$ cat config.mk
export PLATFORM = sky130hd
export DESIGN_NAME = seg_scan_display
export DESIGN_NICKNAME = d
export VERILOG_FILES = /design/src/rtl/seg_scan_display.sv
export SDC_FILE = /design/constraint.sdc
export NUM_CORES = 1
export LEC_CHECK = 0
export ABC_AREA = 1
export BUFFER_PORTS_ARGS = -buffer_cell sky130_fd_sc_hd__buf_4
export CORE_ASPECT_RATIO = 1.25
export CORE_MARGIN = 2
export CORE_UTILIZATION = 31
export CTS_BUF_LIST = sky130_fd_sc_hd__clkbuf_8
export DETAILED_ROUTE_END_ITERATION = 7
export SLEW_MARGIN = 40
export SYNTH_ARGS = -nofsm -noshare
export SYNTH_HDL_FRONTEND = slang
export SYNTH_SLANG_ARGS = --single-unit
$ cat constraint.sdc
create_clock -name clk -period 3 [get_ports clk]
set_input_delay 0.6 -clock clk [delete_from_list [all_inputs] [get_ports clk]]
set_output_delay 0.6 -clock clk [all_outputs]
set_load 0.03 [all_outputs]
$ cat src/rtl/seg_scan_display.sv
// Multiplexed hex driver for common-anode 7-segment digits with a registered priority encoder.
// Latency: seg/dp_n/an are 1 cycle behind cnt/ptr/disp_q; enc_in reaches digit 0's segments in 2 cycles.
// No backpressure. Define SEG_LEADING_ZERO_BLANK_EN to blank digits above the highest nonzero nibble.
module seg_scan_display #(
  parameter int DIGITS = 4,
  parameter int ENC_W  = 8,
  parameter int DIV    = 1000
) (
  input  logic                       clk,
  input  logic                       rst_n,
  input  logic [ENC_W-1:0]           enc_in,
  input  logic                       load,
  input  logic [4*DIGITS-1:0]        value_in,
  input  logic                       show_enc,
  output logic [$clog2(ENC_W)-1:0]   enc_idx,
  output logic                       enc_valid,
  output logic [6:0]                 seg,
  output logic                       dp_n,
  output logic [DIGITS-1:0]          an
);

  localparam int IDX_W = $clog2(ENC_W);
  localparam int CNT_W = $clog2(DIV);
  localparam int PTR_W = (DIGITS > 1) ? $clog2(DIGITS) : 1;

  logic [CNT_W-1:0]    cnt_q, cnt_d;
  logic [PTR_W-1:0]    ptr_q, ptr_d;
  logic [4*DIGITS-1:0] disp_q, disp_d;
  logic [IDX_W-1:0]    enc_idx_q, enc_idx_d;
  logic                enc_valid_q, enc_valid_d;
  logic [6:0]          seg_q, seg_d;
  logic                dp_n_q, dp_n_d;
  logic [DIGITS-1:0]   an_q, an_d;

  logic                wrap;
  logic                enc_sel;
  logic [3:0]          nib_disp;
  logic [3:0]          nib_sel;
`ifdef SEG_LEADING_ZERO_BLANK_EN
  logic [PTR_W-1:0]    top_nz;
`endif

  // Active-low segment pattern, bit 6 = a ... bit 0 = g.
  function automatic logic [6:0] hex7(input logic [3:0] n);
    logic [6:0] s;
    case (n)
      4'h0: s = 7'b0000001;
      4'h1: s = 7'b1001111;
      4'h2: s = 7'b0010010;
      4'h3: s = 7'b0000110;
      4'h4: s = 7'b1001100;
      4'h5: s = 7'b0100100;
      4'h6: s = 7'b0100000;
      4'h7: s = 7'b0001111;
      4'h8: s = 7'b0000000;
      4'h9: s = 7'b0000100;
      4'hA: s = 7'b0001000;
      4'hB: s = 7'b1100000;
      4'hC: s = 7'b0110001;
      4'hD: s = 7'b1000010;
      4'hE: s = 7'b0110000;
      default: s = 7'b0111000;
    endcase
    return s;
  endfunction

  always_comb begin
    enc_idx_d = '0;
    for (int i = 0; i < ENC_W; i++) begin
      if (enc_in[i]) enc_idx_d = IDX_W'(i);
    end
    enc_valid_d = |enc_in;

    disp_d = load ? value_in : disp_q;

    wrap  = (cnt_q == CNT_W'(DIV - 1));
    cnt_d = wrap ? '0 : cnt_q + 1'b1;
    ptr_d = ptr_q;
    if (wrap) ptr_d = (ptr_q == PTR_W'(DIGITS - 1)) ? '0 : ptr_q + 1'b1;

    nib_disp = '0;
    for (int i = 0; i < DIGITS; i++) begin
      if (ptr_q == PTR_W'(i)) nib_disp = disp_q[4*i +: 4];
    end

    enc_sel = show_enc && (ptr_q == '0);
    nib_sel = enc_sel ? 4'(enc_idx_q) : nib_disp;

    seg_d  = hex7(nib_sel);
    if (enc_sel && !enc_valid_q) seg_d = 7'b1111111;
    dp_n_d = !(enc_sel && enc_valid_q);

`ifdef SEG_LEADING_ZERO_BLANK_EN
    // Digit 0 is never above top_nz, so an all-zero value still shows one "0".
    top_nz = '0;
    for (int i = 0; i < DIGITS; i++) begin
      if (disp_q[4*i +: 4] != 4'h0) top_nz = PTR_W'(i);
    end
    if (ptr_q > top_nz) begin
      seg_d  = 7'b1111111;
      dp_n_d = 1'b1;
    end
`endif

    an_d = wrap ? '1 : ~(DIGITS'(1) << ptr_q);
  end

  always_ff @(posedge clk or negedge rst_n) begin
    if (!rst_n) begin
      cnt_q       <= '0;
      ptr_q       <= '0;
      disp_q      <= '0;
      enc_idx_q   <= '0;
      enc_valid_q <= 1'b0;
      seg_q       <= 7'b1111111;
      dp_n_q      <= 1'b1;
      an_q        <= '1;
    end else begin
      cnt_q       <= cnt_d;
      ptr_q       <= ptr_d;
      disp_q      <= disp_d;
      enc_idx_q   <= enc_idx_d;
      enc_valid_q <= enc_valid_d;
      seg_q       <= seg_d;
      dp_n_q      <= dp_n_d;
      an_q        <= an_d;
    end
  end

  assign enc_idx   = enc_idx_q;
  assign enc_valid = enc_valid_q;
  assign seg       = seg_q;
  assign dp_n      = dp_n_q;
  assign an        = an_q;

endmodule

==> run summary <==
minimum clock period - 2.15 ns
layout cells sized above 1 - 29.1%
VDD IR max - 0.230 mV
Setup crit end - seg[3]
cell taking the most area after synthesis - dfrtp_1
CTS Sinks - 44
post-synthesis mux area share - 3.99%
PwrDens - 487 mW/mm²
dpl hpwl - 3.51 mm
Starting Density - 32.2%
FP Rows - 34
Die Wd - 80.3 µm
vias in the first global route - 1,738
hold_buf cts - 0
Sw Share - 24.9%
synthesized cell area - 0.00226 mm²
number of antenna-violating nets in the routed design - 0
synthesis-to-layout area growth - 24.1%
Net Sw Power - 0.000340 W
Remaining Overflow, GRT - 0
Synth cell types - 31
#FFs+latches synth - 44
Reg2Reg Depth - 11
Worst Hold Class - in -> async
top_reg_cell synth - dfrtp_1
Register-to-Register Setup Slack - 0.85 ns
Post-Syn Nets - 298
Leakage - 1.40 nW
first-pass GRT wire length - 7.70 mm
RSZ-0062 raised after global routing - false
status - finished, final reports clean
final setup vio count - 0
Max Cap Viol - 0
largest family of logic cells by synthesized area - simple AND/OR/NAND/NOR gates
Seq/Total Area, Yosys - 49.4%
CTS root buf - clkbuf_8
# IOs - 44
Max Root-Sink Buffers - 2
Worst-path clk slew - 0.08 ns
DR iter-0 viols - 61
Placer Congestion - 0.801
Seq. cell area - 0.00112 mm²
clk_skew - 0.00714 ns
Final nets - 344
DR vias - 1,800
Clock power frac - 35.8%
Comb pwr share - 16.1%
Mapped Cells - 259
Slew HR - 62.9%
Crit. End Element - flip-flop
CTS buffer count - 5
ANT cells - 0
core area - 0.00702 mm²
CTS H-Tree Depth - 2
Flop pwr share - 48.1%
DP Cell Count - 388
synth top area cells - dfrtp_1 35%, dfstp_2 14%, nand2_1 10%
Synth Area in Adders - 6.10%
FFs w/ async S/R, synth - 100%
CP arrival - 2.38 ns
largest net degree at the start of global routing - 45
Period Utilization, post-route - 71.6%
Non-Filler Instances - 396
Residual DRC - 0
CTS tree - done
die area - 0.00798 mm²
CP startpoint kind - flip-flop
average cell area after synthesis - 8.71 µm²
drt pass-1 iters - 4
WS Path Type - reg -> reg
Post-Route WL - 4.60 mm
Final Hold Viols - 0
share of the synthesized area in the top cell type - 35.5%
Ys Warns - 0
vias per cell - 4.55
die height - 99.4 µm
P_int - 0.00102 W
crit-path max FO - 7
filler cell count - 713
gr usage total - 12.4%
initial antenna violation count - 0
post-DR wirelength/cell - 11.6 µm
Worst Path Required - 3.24 ns
Post-synth EDFFs - 0
Setup Buffers After CTS - 0
fmax - 466 MHz
Worst Setup SP - ptr_q[0]
post-synthesis simple-gate area fraction - 22.8%
end of the worst register-to-register path - seg[3]
Compound-Gate Fraction of Synth Area - 9.48%
port bufs - 43
count of final max-slew check failures - 0
post-synthesis xor/xnor area fraction - 0.776%
Reg2Reg Launch Point - ptr_q[0]
TNS Setup - 0 ns
multi-input logic area - 975 µm²
latest clock arrival within the worst-skew pair - 0.29 ns
worst-margin pin slew - 0.556 ns
Post-CTS Resized - 0
## cells by family (layout without fill, tap and decap cells)
group                      Yosys count  after routing
AOI/OAI and AO/OA                   36             36
xor gates and xnor gates             2              2
adders and majority gates           11             11
buffers and inverters               43             90
DFF                                 44             44
muxes                                8              8
and+or+nand+nor                    115            115
## worst min-delay path by stage
stage,start,endpoint,slack (ns)
detailed placement,enc_valid,dp_n,0.47
global route,rst_n,cnt_q[7],0.33
finish,rst_n,enc_valid,0.29
global placement,enc_valid,dp_n,0.48
CTS,rst_n,cnt_q[7],0.30
floorplan,rst_n,cnt_q[0],0.30
## placed cells by master, fill, tap and decap left out, drive strengths merged
cell type,synthesis,final
a21boi,2,2
a21oi,14,14
a31oi,2,2
buf,2,43
bufinv,0,1
clkbuf,2,7
dfrtp,32,32
dfstp,12,12
ha,11,11
inv,39,39
mux2,8,8
nand2,68,68
nand3,21,21
nand4,3,3
nor2,15,15
nor3,6,6
nor4,1,1
o211ai,1,1
o21ai,15,15
o21bai,2,2
or2,1,1
xor2,2,2
## power by group through the flow
stage / Combinational [W] / Sequential, W / Clock (W)
after floorplan: 0.0000968 / 0.000703 / 0
after global placement: 0.000220 / 0.000668 / 0
after detailed placement: 0.000223 / 0.000668 / 0
after CTS: 0.000224 / 0.000657 / 0.000514
after global routing: 0.000247 / 0.000660 / 0.000545
final: 0.000220 / 0.000656 / 0.000488
## metal layers
metal	share of wire, %	GRT usage, %	vias to the layer above
li1	-	-	919
met1	44	14.7	833
met2	50	21.5	42
met3	5.0	3.36	6
met4	1.3	3.91	0
met5	0	0	-
## worst max-delay path, cell delays in order (launching register included)
cell and delay, ns:
dfrtp_1 0.41, inv_1 0.12, ha_1 0.32, nand2_2 0.14, inv_4 0.10, a21oi_1 0.05, a21oi_1 0.40, ha_1 0.31
nand2_1 0.07, nand3_1 0.06, nand2_1 0.06, nand2_1 0.04
## state kept, by name (all words and copies together) (netlist names)
signal	count
an	4
enc_valid	1
seg	7
enc_idx	3
cnt_q	10
disp_q	16
dp_n	1
ptr_q	2
## metrics by stage
stage          area, µm²  util [%]  power [W]  setup slack [ns]  hold WS [ns]
2_1_floorplan       2260         -   0.000800              1.13         0.304
3_3_place_gp        2680      38.1   0.000888             0.957         0.483
3_5_place_dp        2680      38.1   0.000891             0.852         0.469
4_1_cts             2800      39.9    0.00139             0.840         0.300
5_1_grt             2800      39.9    0.00145             0.654         0.329
6_report            2800      39.9    0.00136             0.853         0.293
## cells in the mapped netlist (2+ instances only)
library cell	n
dfrtp_1	32
o21ai_0	15
mux2_2	8
a31oi_1	2
nor2_1	13
xor2_1	2
nor3_1	6
nand4_1	3
a21oi_1	13
nand2_2	6
nand2_1	61
clkbuf_1	2
buf_2	2
dfstp_2	12
inv_2	3
nand3_1	20
inv_1	35
ha_1	11
## final cells by class
cell class	count	share of cell area (%)
flip-flops and latches	44	39.8
clock buffers	7	3.44
well taps	90	4.02
clock inverters	1	1.07
repair buffers	43	11.5
multi-input cells	172	34.8
inverters	39	5.31
Power figures use the tool's default switching activity.
